<file path="src/rtl/hazard_control_unit_pkg.sv">
// Shared definitions for the pipeline hazard/sequencing controller:
// FSM encoding, the pipeline-control bundle and the fixed control patterns.
package hazard_control_unit_pkg;

    localparam int DEFAULT_REG_ADDR_WIDTH = 5;

    // FSM encoding kept as plain constants for compatibility with older blocks
    localparam logic [0:0] ST_RUN     = 1'b0;
    localparam logic [0:0] ST_MC_BUSY = 1'b1;

    // Instruction word the IF/ID register loads when flushed (addi x0, x0, 0)
    localparam logic [31:0] NOP_INSTR = 32'h0000_0013;

    // One bundle holding every register-control output of the unit
    typedef struct packed {
        logic pc_write;
        logic if_id_write;
        logic if_id_flush;
        logic id_ex_write;
        logic id_ex_flush;
        logic ex_mem_bubble;
        logic mc_start;
    } pipe_ctrl_t;

    // Reset: freeze PC and pipeline regs, load NOP/bubbles into IF/ID and ID/EX
    localparam pipe_ctrl_t CTRL_RESET = '{pc_write: 1'b0, if_id_write: 1'b0, if_id_flush: 1'b1,
                                          id_ex_write: 1'b0, id_ex_flush: 1'b1,
                                          ex_mem_bubble: 1'b0, mc_start: 1'b0};

    // Normal flow: everything advances
    localparam pipe_ctrl_t CTRL_RUN = '{pc_write: 1'b1, if_id_write: 1'b1, if_id_flush: 1'b0,
                                        id_ex_write: 1'b1, id_ex_flush: 1'b0,
                                        ex_mem_bubble: 1'b0, mc_start: 1'b0};

    // Taken branch: advance, but discard the two younger instructions
    localparam pipe_ctrl_t CTRL_BRANCH = '{pc_write: 1'b1, if_id_write: 1'b1, if_id_flush: 1'b1,
                                           id_ex_write: 1'b1, id_ex_flush: 1'b1,
                                           ex_mem_bubble: 1'b0, mc_start: 1'b0};

    // Load-use: hold PC and IF/ID, push a bubble into ID/EX
    localparam pipe_ctrl_t CTRL_LOAD_USE = '{pc_write: 1'b0, if_id_write: 1'b0, if_id_flush: 1'b0,
                                             id_ex_write: 1'b1, id_ex_flush: 1'b1,
                                             ex_mem_bubble: 1'b0, mc_start: 1'b0};

    // First cycle of a multi-cycle op: kick the unit, freeze the front end
    localparam pipe_ctrl_t CTRL_MC_START = '{pc_write: 1'b0, if_id_write: 1'b0, if_id_flush: 1'b0,
                                             id_ex_write: 1'b0, id_ex_flush: 1'b0,
                                             ex_mem_bubble: 1'b1, mc_start: 1'b1};

    // Waiting on the multi-cycle unit: freeze front end, bubble into MEM
    localparam pipe_ctrl_t CTRL_MC_HOLD = '{pc_write: 1'b0, if_id_write: 1'b0, if_id_flush: 1'b0,
                                            id_ex_write: 1'b0, id_ex_flush: 1'b0,
                                            ex_mem_bubble: 1'b1, mc_start: 1'b0};

endpackage

</file>
<file path="src/rtl/hazard_control_unit_mc_wait_timer.sv">
// Wait timer for the multi-cycle handshake: counts busy cycles from zero and
// raises a terminal flag on the last cycle the controller is allowed to wait.
module mc_wait_timer
    import hazard_control_unit_pkg::*;
#(
    parameter int MC_TIMEOUT = 64
) (
    input  logic clk,
    input  logic rst,
    input  logic clear,
    input  logic enable,
    output logic terminal
);

    localparam int CW = (MC_TIMEOUT > 1) ? $clog2(MC_TIMEOUT) : 1;
    localparam logic [CW-1:0] LAST = CW'(MC_TIMEOUT - 1);

    logic [CW-1:0] count;

    // Count busy cycles, parking on the terminal value until cleared
    always_ff @(posedge clk) begin
        if (rst || clear) begin
            count <= '0;
        end else if (enable && !terminal) begin
            count <= count + 1'b1;
        end
    end

    assign terminal = (count == LAST);

endmodule

</file>
<file path="src/rtl/hazard_control_unit.sv">
// Pipeline sequencing controller: load-use stalls, taken-branch flushes and
// the start/done handshake with the multi-cycle EX unit, plus a saturating
// counter of cycles in which the PC was held.
module hazard_control_unit
    import hazard_control_unit_pkg::*;
#(
    parameter int REG_ADDR_WIDTH = DEFAULT_REG_ADDR_WIDTH,
    parameter int MC_TIMEOUT     = 64,
    parameter int CNT_WIDTH      = 16
) (
    input  logic                      clk,
    input  logic                      rst,
    input  logic [REG_ADDR_WIDTH-1:0] IF_ID_Rs1,
    input  logic [REG_ADDR_WIDTH-1:0] IF_ID_Rs2,
    input  logic                      IF_ID_UsesRs2,
    input  logic [REG_ADDR_WIDTH-1:0] ID_EX_Rd,
    input  logic                      ID_EX_MemRead,
    input  logic                      ID_EX_MultiCycle,
    input  logic                      EX_BranchTaken,
    input  logic                      MC_Done,
    output logic                      PC_Write,
    output logic                      IF_ID_Write,
    output logic                      IF_ID_Flush,
    output logic                      ID_EX_Write,
    output logic                      ID_EX_Flush,
    output logic                      EX_MEM_Bubble,
    output logic                      MC_Start,
    output logic                      MC_Error,
    output logic [CNT_WIDTH-1:0]      StallCount
);

    logic [0:0] state;
    logic [0:0] state_next;
    pipe_ctrl_t ctrl;
    logic       load_use;
    logic       mc_terminal;
    logic       mc_error_set;

    // The x0 destination never creates a real dependency, so it is excluded
    assign load_use = ID_EX_MemRead && (ID_EX_Rd != '0) &&
                      ((ID_EX_Rd == IF_ID_Rs1) ||
                       (IF_ID_UsesRs2 && (ID_EX_Rd == IF_ID_Rs2)));

    mc_wait_timer #(
        .MC_TIMEOUT (MC_TIMEOUT)
    ) u_mc_wait_timer (
        .clk      (clk),
        .rst      (rst),
        .clear    (state == ST_RUN),
        .enable   (state == ST_MC_BUSY),
        .terminal (mc_terminal)
    );

    // Pick the control pattern and next state; branch beats multi-cycle beats load-use
    always_comb begin
        ctrl         = CTRL_RUN;
        state_next   = state;
        mc_error_set = 1'b0;
        if (rst) begin
            ctrl       = CTRL_RESET;
            state_next = ST_RUN;
        end else begin
            case (state)
                ST_RUN: begin
                    if (EX_BranchTaken) begin
                        ctrl = CTRL_BRANCH;
                    end else if (ID_EX_MultiCycle) begin
                        ctrl       = CTRL_MC_START;
                        state_next = ST_MC_BUSY;
                    end else if (load_use) begin
                        ctrl = CTRL_LOAD_USE;
                    end
                end
                ST_MC_BUSY: begin
                    if (MC_Done) begin
                        ctrl       = CTRL_RUN;
                        state_next = ST_RUN;
                    end else if (mc_terminal) begin
                        ctrl         = CTRL_RUN;
                        state_next   = ST_RUN;
                        mc_error_set = 1'b1;
                    end else begin
                        ctrl = CTRL_MC_HOLD;
                    end
                end
                default: begin
                    state_next = ST_RUN;
                end
            endcase
        end
    end

    assign PC_Write      = ctrl.pc_write;
    assign IF_ID_Write   = ctrl.if_id_write;
    assign IF_ID_Flush   = ctrl.if_id_flush;
    assign ID_EX_Write   = ctrl.id_ex_write;
    assign ID_EX_Flush   = ctrl.id_ex_flush;
    assign EX_MEM_Bubble = ctrl.ex_mem_bubble;
    assign MC_Start      = ctrl.mc_start;

    // FSM state register; reset aborts any pending handshake
    always_ff @(posedge clk) begin
        if (rst) begin
            state <= ST_RUN;
        end else begin
            state <= state_next;
        end
    end

    // Sticky timeout flag, only reset clears it
    always_ff @(posedge clk) begin
        if (rst) begin
            MC_Error <= 1'b0;
        end else if (mc_error_set) begin
            MC_Error <= 1'b1;
        end
    end

    // Count cycles with the PC held, sticking at all-ones instead of wrapping
    always_ff @(posedge clk) begin
        if (rst) begin
            StallCount <= '0;
        end else if (!ctrl.pc_write && (StallCount != {CNT_WIDTH{1'b1}})) begin
            StallCount <= StallCount + 1'b1;
        end
    end

endmodule

</file>
<file path="config.mk">
export PLATFORM = sky130hd
export DESIGN_NAME = hazard_control_unit
export DESIGN_NICKNAME = d
export VERILOG_FILES = /design/src/rtl/hazard_control_unit_pkg.sv /design/src/rtl/hazard_control_unit_mc_wait_timer.sv /design/src/rtl/hazard_control_unit.sv
export SDC_FILE = /design/constraint.sdc
export NUM_CORES = 1
export LEC_CHECK = 0
export BUFFER_PORTS_ARGS = -buffer_cell sky130_fd_sc_hd__buf_2
export CAP_MARGIN = 25
export CORE_MARGIN = 1.5
export CORE_UTILIZATION = 46
export CTS_BUF_LIST = sky130_fd_sc_hd__clkbuf_8
export DETAILED_ROUTE_END_ITERATION = 7
export PLACE_DENSITY = 0.74
export REMOVE_ABC_BUFFERS = 1
export SLEW_MARGIN = 20
export SYNTH_ARGS = -nofsm -noshare
export SYNTH_HDL_FRONTEND = slang
export SYNTH_SLANG_ARGS = --single-unit
</file>
<file path="constraint.sdc">
create_clock -name clk -period 2.7 [get_ports clk]
set_input_delay 0.135 -clock clk [delete_from_list [all_inputs] [get_ports clk]]
set_output_delay 0.135 -clock clk [all_outputs]
set_load 0.05 [all_outputs]
</file>
==> flow_summary.json, run 1 <==
{
  "status": "finished with violations",
  "violations": "design-rule violations",
  "antenna_found_initial": 0,
  "dp_worst_setup_slack_ns": 0.360,
  "place.gp.congestion": 0.756,
  "start_util_pct": 49.2,
  "worst-path-max-fanout": 16,
  "clock-sinks": 24,
  "path_buf_inv": 1,
  "wire_per_inst_um": 14.1,
  "fill_cells": 248,
  "critPathArrivalTime_ns": 2.24,
  "cts.htree.levels": 1,
  "drt-pass1-iter-count": 6,
  "diodes": 0,
  "grt_pass1_vias": 1258,
  "worstPathCellList": "ha_1 > and3_4 > a311o_1 > nand3b_2 > a31oi_4 > buf_2",
  "powerDensity_mw_per_mm2": 485,
  "tightest_slew_ns": 0.647,
  "yosysMostFrequentCell": "dfxtp_1",
  "core_mm2": 0.00281,
  "synth_seq_cells": 24,
  "ioPinCount": 46,
  "post-route-period-util_pct": 88.0,
  "peakVddDrop_uv": 280,
  "die_h_um": 57.8,
  "worst_ep_required_time_ns": 2.57,
  "regArea_um2": 480,
  "synth-edff-count": 0,
  "relSlewSlack_pct": 56.7,
  "grt_pass1_wl_um": 5360,
  "setup_viol": 0,
  "vias_per_cell": 5.89,
  "ctsHoldBuffers": 0,
  "yosys-top-cells-count": "24 x dfxtp_1, 14 x a21oi_1, 14 x nor2_1",
  "ys.flop_type": "dfxtp_1",
  "dp_hpwl_um": 2340,
  "synth_cell_types": 42,
  "path_class": "reg2out",
  "fin_hold_ws_ns": 0.203,
  "clockRootBuffer": "clkbuf_8",
  "layout_min_cycle_time_ns": 2.38,
  "clkTransAtPathRegs_ns": 0.09,
  "numCtsBuffers": 3,
  "cts_setup_buffers": 0,
  "fin_ws_ns": 0.323,
  "synthCells": 164,
  "grt_max_degree": 33,
  "finalPower_uw": 812,
  "synth.area.top_cells": "dfxtp_1 35%, xnor2_1 7.0%, or4_1 6.0%, o31ai_1 5.4%, a21oi_1 5.1%",
  "finalSetupTns_ns": 0,
  "drv_slew": 0,
  "yosysSeqAreaShare_pct": 34.8,
  "drive_gt1_share_pct": 26.3,
  "cp_slowest_cell": "a31oi_4",
  "cp-end-kind": "output port",
  "ant_nets": 0,
  "clk_path_buf_depth": 2,
  "syn-cell-area_mm2": 0.00138,
  "hold_viol": 0,
  "drc": 6,
  "ys_warn_count": 0,
  "grt_setup_unrepaired": "false",
  "globalRouteOverflowTotal": 0,
  "die_x_um": 57.8,
  "yosys.area.top_type": "dfxtp_1",
  "p_leak_nw": 0.688,
  "syn_to_final_growth_pct": 21.1,
  "multi_input_area_um2": 831,
  "nets": 230,
  "clock.fmax_ghz": 0.421,
  "cap_violations": 0,
  "yosysTopAreaCellShare_pct": 34.8,
  "cts_resized": 0,
  "place_inst": 231,
  "hold_path.class": "in2reg",
  "port_buffers": 45,
  "vias": 1389,
  "clkLatencyLatePin_ns": 0.26,
  "cpPeakStageDelay_ns": 0.42,
  "synthArstFlopShare_pct": 0,
  "core.rowCount": 19,
  "clock-skew-final_ns": 0.00137,
  "avgSynthCellArea_um2": 8.42,
  "start_kind": "register",
  "cts_tree": "built",
  "track_usage_pct": 19.8,
  "path_delay_family": "compound AO/OA/AOI/OAI gates",
  "wl_um": 3340,
  "fp.dieArea_mm2": 0.00334,
  "layout.cells.non_filler": 236,
  "dr.first_iter.drc_count": 49
}
[placed cells by master (no fill, tap or decap), types with 3 or more instances in the layout]
master	netlist	final
xnor2_1	11	11
o31ai_1	10	10
nand2_1	11	11
nor2_1	14	14
buf_2	0	45
a21oi_1	14	14
inv_1	7	7
nand4_1	5	5
clkbuf_8	0	3
nand3_1	7	7
or4_1	11	11
and3_1	4	4
dfxtp_1	24	24
[power breakdown]
group / switching [mW] / total, mW / leakage [nW] / internal (mW)
sequential: 0.00546 / 0.364 / 0.194 / 0.359
combinational: 0.0895 / 0.133 / 0.459 / 0.0433
clock: 0.117 / 0.315 / 0.0357 / 0.198
total: 0.212 / 0.812 / 0.688 / 0.600
[cell families after synthesis]
group | Yosys count | synth area share, %
buffers and inverters | 16 | 5.98
AND/OR/NAND/NOR | 69 | 28.6
flip-flops | 24 | 34.8
XOR/XNOR | 13 | 8.24
multiplexers | 3 | 2.35
adder cells (fa/ha/maj) | 2 | 1.81
AO/OA/AOI/OAI | 37 | 18.2
[path summary, 6_finish.rpt]
| kind | endpoint | slack, ns | depth (start not counted) | from |
|---|---|---|---|---|
| max | IF_ID_Write | 0.32 | 6 | u_mc_wait_timer.count[0] |
| min | MC_Error | 0.20 | 4 | MC_Done |
| max reg2reg | StallCount[13] | 0.39 | 7 | u_mc_wait_timer.count[0] |
| min reg2reg | MC_Error | 0.49 | 2 | MC_Error |
[worst register-to-register path, stage by stage, from the launching register on]
cell and delay, ns:
dfxtp_1 0.34, ha_1 0.23, and3_4 0.19, a311o_1 0.40
nand3b_2 0.17, a31oi_4 0.11, nor4_1 0.38, mux2_2 0.38
[registers in the layout, indices dropped and copies added (netlist names)]
signal                 flops
u_mc_wait_timer.count      6
StallCount                16
MC_Error                   1
state                      1
[final cells by class]
cell class,instances,share of cell area [%]
timing repair buffer,45,13.5
clock buffer,3,2.47
multi-input combinational,125,49.7
tap,31,2.32
sequential,24,28.7
inverter,7,1.57
clock inverter,1,1.80
[routing by layer]
| layer | part of all wire [%] | vias up | global-route usage (%) |
|---|---|---|---|
| met5 | 0 | - | 0 |
| met4 | 0.42 | 0 | 4.98 |
| met3 | 4.0 | 2 | 2.23 |
| met2 | 53 | 38 | 35.2 |
| met1 | 42 | 663 | 25.4 |
| li1 | - | 686 | - |
[per-stage QoR]
stage | instance area [um^2] | util (%)
4_1_cts | 1660 | 59.2
5_1_grt | 1670 | 59.6
2_1_floorplan | 1330 | -
3_3_place_gp | 1590 | 56.6
6_report | 1670 | 59.6
3_5_place_dp | 1590 | 56.6
No activity file was read; power rests on OpenSTA's default activity.
==> inputs of run 2 (changes only) <==
- BUFFER_PORTS_ARGS: -buffer_cell sky130_fd_sc_hd__buf_2 -> default
- DONT_BUFFER_PORTS: default -> 1
- PLACE_DENSITY: 0.74 -> default
- SLEW_MARGIN: 20 -> default
==> run 2 against run 1 <==
  * The run still ends with design-rule violations left
  * Count of clock-buffer cells in the layout did not move
  * Critical path type unchanged
  * Critical endpoint unchanged
  * Die area did not move
  * Cell area fell by 10%
==> flow_summary.json, run 2 (synthesized netlist as in run 1, its figures left out) <==
{
  "vias_per_cell": 6.15,
  "fp.dieArea_mm2": 0.00334,
  "placed_area_mm2": 0.00145,
  "path_delay_family": "buffers and inverters",
  "start_kind": "register",
  "fill_cells": 266,
  "clkTransAtPathRegs_ns": 0.08,
  "grt_pass1_vias": 1210,
  "tightest_slew_ns": 0.655,
  "status": "finished with violations",
  "switching_share_pct": 27.7,
  "die_x_um": 57.8,
  "grt_pass1_wl_um": 5310,
  "final_cell_area_mm2": 0.00151,
  "worst_ep_required_time_ns": 2.57,
  "core.rowCount": 19,
  "ioPinCount": 46,
  "worst-path-max-fanout": 21,
  "min_from": "rst",
  "core_mm2": 0.00281,
  "p_leak_nw": 0.533,
  "drv_slew": 0,
  "worstPathCellList": "ha_1 > and3_4 > a311o_1 > nand3b_2 > a31oi_4 > buf_4 > buf_4",
  "post-route-period-util_pct": 91.7,
  "holdPathStages": 1,
  "cts_resized": 0,
  "numCtsBuffers": 3,
  "clock-sinks": 24,
  "vias": 1242,
  "largest_reg_flops": 16,
  "sequentialPowerShare_pct": 53.4,
  "rr_worst_depth": 8,
  "wl_um": 3160,
  "dp_worst_setup_slack_ns": 0.346,
  "crit_top_cell": "buf_4",
  "reg2reg_slack_ns": 0.32,
  "critPathLaunch": "u_mc_wait_timer.count[0]",
  "powerDensity_mw_per_mm2": 453,
  "port_buffers": 0,
  "path_class": "reg2out",
  "clock-skew-final_ns": 0.00560,
  "r2r_start": "u_mc_wait_timer.count[0]",
  "dp_hpwl_um": 2290,
  "clock.fmax_ghz": 0.404,
  "die_h_um": 57.8,
  "clkLatencyLatePin_ns": 0.26,
  "ant_nets": 0,
  "diodes": 0,
  "r2r-end": "StallCount[8]",
  "syn_to_final_growth_pct": 8.97,
  "globalRouteOverflowTotal": 0,
  "final_common_cell": "dfxtp_1",
  "largest-register": "StallCount",
  "largestRegisters": "StallCount x16, u_mc_wait_timer.count x6",
  "antenna_found_initial": 0,
  "grt_setup_unrepaired": "false",
  "dr.first_iter.drc_count": 58,
  "layout.cells.non_filler": 202,
  "cts.htree.levels": 1,
  "cp-end-kind": "output port",
  "cap_violations": 0,
  "cpPeakStageDelay_ns": 0.37,
  "wire_per_inst_um": 15.7,
  "path_buf_inv": 2,
  "cts_tree": "built",
  "hold_end": "StallCount[14]",
  "relSlewSlack_pct": 56.2,
  "layout_min_cycle_time_ns": 2.47,
  "start_util_pct": 49.2,
  "fin_hold_ws_ns": 0.0577,
  "critPathArrivalTime_ns": 2.34,
  "grt_max_degree": 22,
  "hold_viol": 0,
  "clkPwrFrac_pct": 30.5,
  "nets": 197,
  "drt-pass1-iter-count": 6,
  "switchingPower_uw": 189,
  "cp_slowest_cell": "dfxtp_1",
  "finalSetupTns_ns": 0,
  "place.gp.congestion": 0.807,
  "violations": "design-rule violations",
  "track_usage_pct": 20.0,
  "combPwrFrac_pct": 16.1,
  "peakVddDrop_uv": 360,
  "place_inst": 198,
  "clk_path_buf_depth": 2,
  "clockRootBuffer": "clkbuf_8",
  "hold_path.class": "in2reg",
  "drc": 4,
  "fin_ws_ns": 0.225,
  "setup_viol": 0,
  "final_cell_mix": "24 x dfxtp_1, 14 x nor2_1, 14 x a21oi_1",
  "p_int_uw": 493,
  "drive_gt1_share_pct": 11.1
}
==> run 2: final cells by class <==
cell class	count	area, um^2	share of cell area [%]
flip-flops and latches	24	480	31.9
repair buffers	13	100	6.65
multi-input cells	124	818	54.4
well taps	31	38.8	2.58
inverters	7	26.3	1.75
clock buffers	3	41.3	2.74
==> run 2: power by group through the flow <==
stage                     sequential [mW]  combinational (mW)  clock, mW
after floorplan                     0.384              0.0720          0
after global placement              0.372               0.102          0
after detailed placement            0.373               0.105          0
after CTS                           0.364               0.110      0.210
after global routing                0.365               0.118      0.224
final                               0.364               0.110      0.208
==> run 2: timing repair <==
action | 4_1_cts | 5_1_grt
hold buffers | 1 | 0
endpoints found under the setup margin | 0 | 0
setup buffers | 0 | 0
hold endpoints to repair | 15 | 0
==> run 2: metal layers <==
layer	global-route usage (%)	vias to the layer above	share of wire [%]
met3	6.70	2	7.2
met5	0	-	0
met2	35.2	45	49
li1	-	618	-
met1	23.2	577	43
met4	4.98	0	0.38
==> run 2: how the worst max path moves through the flow <==
stage	end	slack, ns	cells past startpoint
final	IF_ID_Write	0.23	7
after detailed placement	StallCount[8]	0.35	8
after floorplan	StallCount[15]	0.11	7
after global routing	PC_Write	0.06	7
after global placement	StallCount[7]	0.43	8
after CTS	IF_ID_Write	0.23	7
==> run 2: per-stage QoR <==
step	utilization, %	power, mW
5_1_grt	53.7	0.708
3_5_place_dp	51.8	0.478
4_1_cts	53.7	0.685
2_1_floorplan	-	0.456
6_report	53.7	0.682
3_3_place_gp	51.8	0.475
==> inputs of run 3 (changes only) <==
- CORE_UTILIZATION: 46 -> 57
- PLACE_DENSITY: default -> 0.72
==> run 3 against run 2 <==
  * Critical path type unchanged
  * Sequential cell count is the same
  * Total power grew 6.2%
  * The run now ends clean
  * Count of clock-buffer cells in the layout grew 1
  * Combinational power is essentially flat
  * Sequential share of layout area shrank 0.053 points
  * Highest routed layer unchanged
==> flow_summary.json, run 3 (synthesized netlist as in run 1, its figures left out) <==
{
  "status": "complete, no violations",
  "tightest_slew_ns": 0.901,
  "reg2reg_slack_ns": 0.27,
  "grt_max_degree": 18,
  "setup_viol": 0,
  "drv_slew": 0,
  "cap_violations": 0,
  "die_h_um": 52.2,
  "r2r_start": "u_mc_wait_timer.count[0]",
  "largestRegisters": "StallCount x16, u_mc_wait_timer.count x6",
  "grt_setup_unrepaired": "false",
  "peakVddDrop_uv": 415,
  "nets": 196,
  "critPathLaunch": "u_mc_wait_timer.count[0]",
  "relSlewSlack_pct": 39.7,
  "hold_path.class": "in2reg",
  "finalPower_uw": 724,
  "die_x_um": 52.2,
  "clockRootBuffer": "clkbuf_8",
  "globalRouteOverflowTotal": 0,
  "final_common_cell": "dfxtp_1",
  "fill_cells": 199,
  "vias": 1233,
  "worst-path-max-fanout": 17,
  "worst_ep_required_time_ns": 2.57,
  "dp_worst_setup_slack_ns": 0.289,
  "ant_nets": 0,
  "clk_path_buf_depth": 2,
  "cts.htree.levels": 1,
  "clkTransAtPathRegs_ns": 0.09,
  "clock-skew-final_ns": 0.00458,
  "wire_per_inst_um": 15.4,
  "final_core_util_pct": 66.9,
  "grt_pass1_wl_um": 4760,
  "drt-pass1-iter-count": 4,
  "fp.dieArea_mm2": 0.00273,
  "clock.fmax_ghz": 0.396,
  "diodes": 0,
  "layout.cells.non_filler": 199,
  "wl_um": 3070,
  "core_mm2": 0.00225,
  "largest_reg_flops": 16,
  "final_cell_mix": "24 x dfxtp_1, 14 x nor2_1, 14 x a21oi_1",
  "finalSetupTns_ns": 0,
  "vias_per_cell": 6.20,
  "post-route-period-util_pct": 93.6,
  "ioPinCount": 46,
  "r2r-end": "StallCount[14]",
  "start_util_pct": 61.3,
  "rr_worst_depth": 8,
  "syn_to_final_growth_pct": 9.15,
  "clkLatencyLatePin_ns": 0.27,
  "layout_min_cycle_time_ns": 2.53,
  "dp_hpwl_um": 2250,
  "track_usage_pct": 23.2,
  "grt_pass1_vias": 1188,
  "largest-register": "StallCount",
  "worstSetupEndpoint": "IF_ID_Write",
  "clock-sinks": 24,
  "powerDensity_mw_per_mm2": 480,
  "place_inst": 194,
  "p_leak_nw": 0.535,
  "drive_gt1_share_pct": 11.1,
  "cts_tree": "built",
  "hold_viol": 0,
  "place.gp.congestion": 0.775,
  "drc": 0,
  "dr.first_iter.drc_count": 24,
  "fin_ws_ns": 0.174,
  "cp-end-kind": "output port",
  "port_buffers": 0,
  "path_class": "reg2out",
  "start_kind": "register",
  "core.rowCount": 17,
  "numCtsBuffers": 3,
  "critPathArrivalTime_ns": 2.39,
  "antenna_found_initial": 0
}
[run 3: power by group]
group	total [mW]	leakage, nW	internal, mW	switching (mW)
clock network	0.251	0.0288	0.131	0.121
registers	0.364	0.194	0.359	0.00568
logic	0.108	0.313	0.0343	0.0740
total	0.724	0.535	0.524	0.201
[run 3: per-stage QoR]
stage / hold slack, ns / cell area (um^2)
2_1_floorplan: 0.204 / 1330
3_3_place_gp: 0.207 / 1440
3_5_place_dp: 0.208 / 1440
4_1_cts: 0.0499 / 1510
5_1_grt: 0.0465 / 1510
6_report: 0.0467 / 1510
[run 3: worst min-delay path by stage]
| stage | startpoint | to | depth (start not counted) |
|---|---|---|---|
| 3_5_place_dp | rst | StallCount[8] | 1 |
| 3_3_place_gp | rst | StallCount[6] | 1 |
| 4_1_cts | rst | StallCount[14] | 1 |
| 6_report | rst | StallCount[14] | 1 |
| 5_1_grt | rst | StallCount[14] | 1 |
| 2_1_floorplan | rst | StallCount[0] | 1 |
[run 3: area by class of cell]
type | instances | area [um^2] | area share [%]
multi-input cells | 124 | 818 | 54.3
flip-flops and latches | 24 | 480 | 31.9
repair buffers | 12 | 92.6 | 6.14
clock buffers | 4 | 55.1 | 3.65
well taps | 28 | 35.0 | 2.32
inverters | 7 | 26.3 | 1.74
[run 3: worst max-delay path, stage by stage, from the launching register on]
cell and delay (ns):
dfxtp_1 0.38, ha_1 0.21, and3_4 0.21, a311o_1 0.24, nand3b_2 0.12, a31oi_4 0.36
buf_4 0.28, buf_4 0.32
[run 3: metal layers]
metal | vias to the layer above | global-route usage (%) | share of wire [%]
met1 | 577 | 24.4 | 42
met2 | 38 | 44.1 | 50
met3 | 4 | 6.86 | 6.7
li1 | 614 | - | -
met5 | - | 0 | 0
met4 | 0 | 6.41 | 0.94
[run 3: what timing repair did]
action	4_1_cts	5_1_grt
buffers inserted	0	0
hold buffers	1	0
endpoints found under the hold margin	15	0
gates resized for setup	0	0
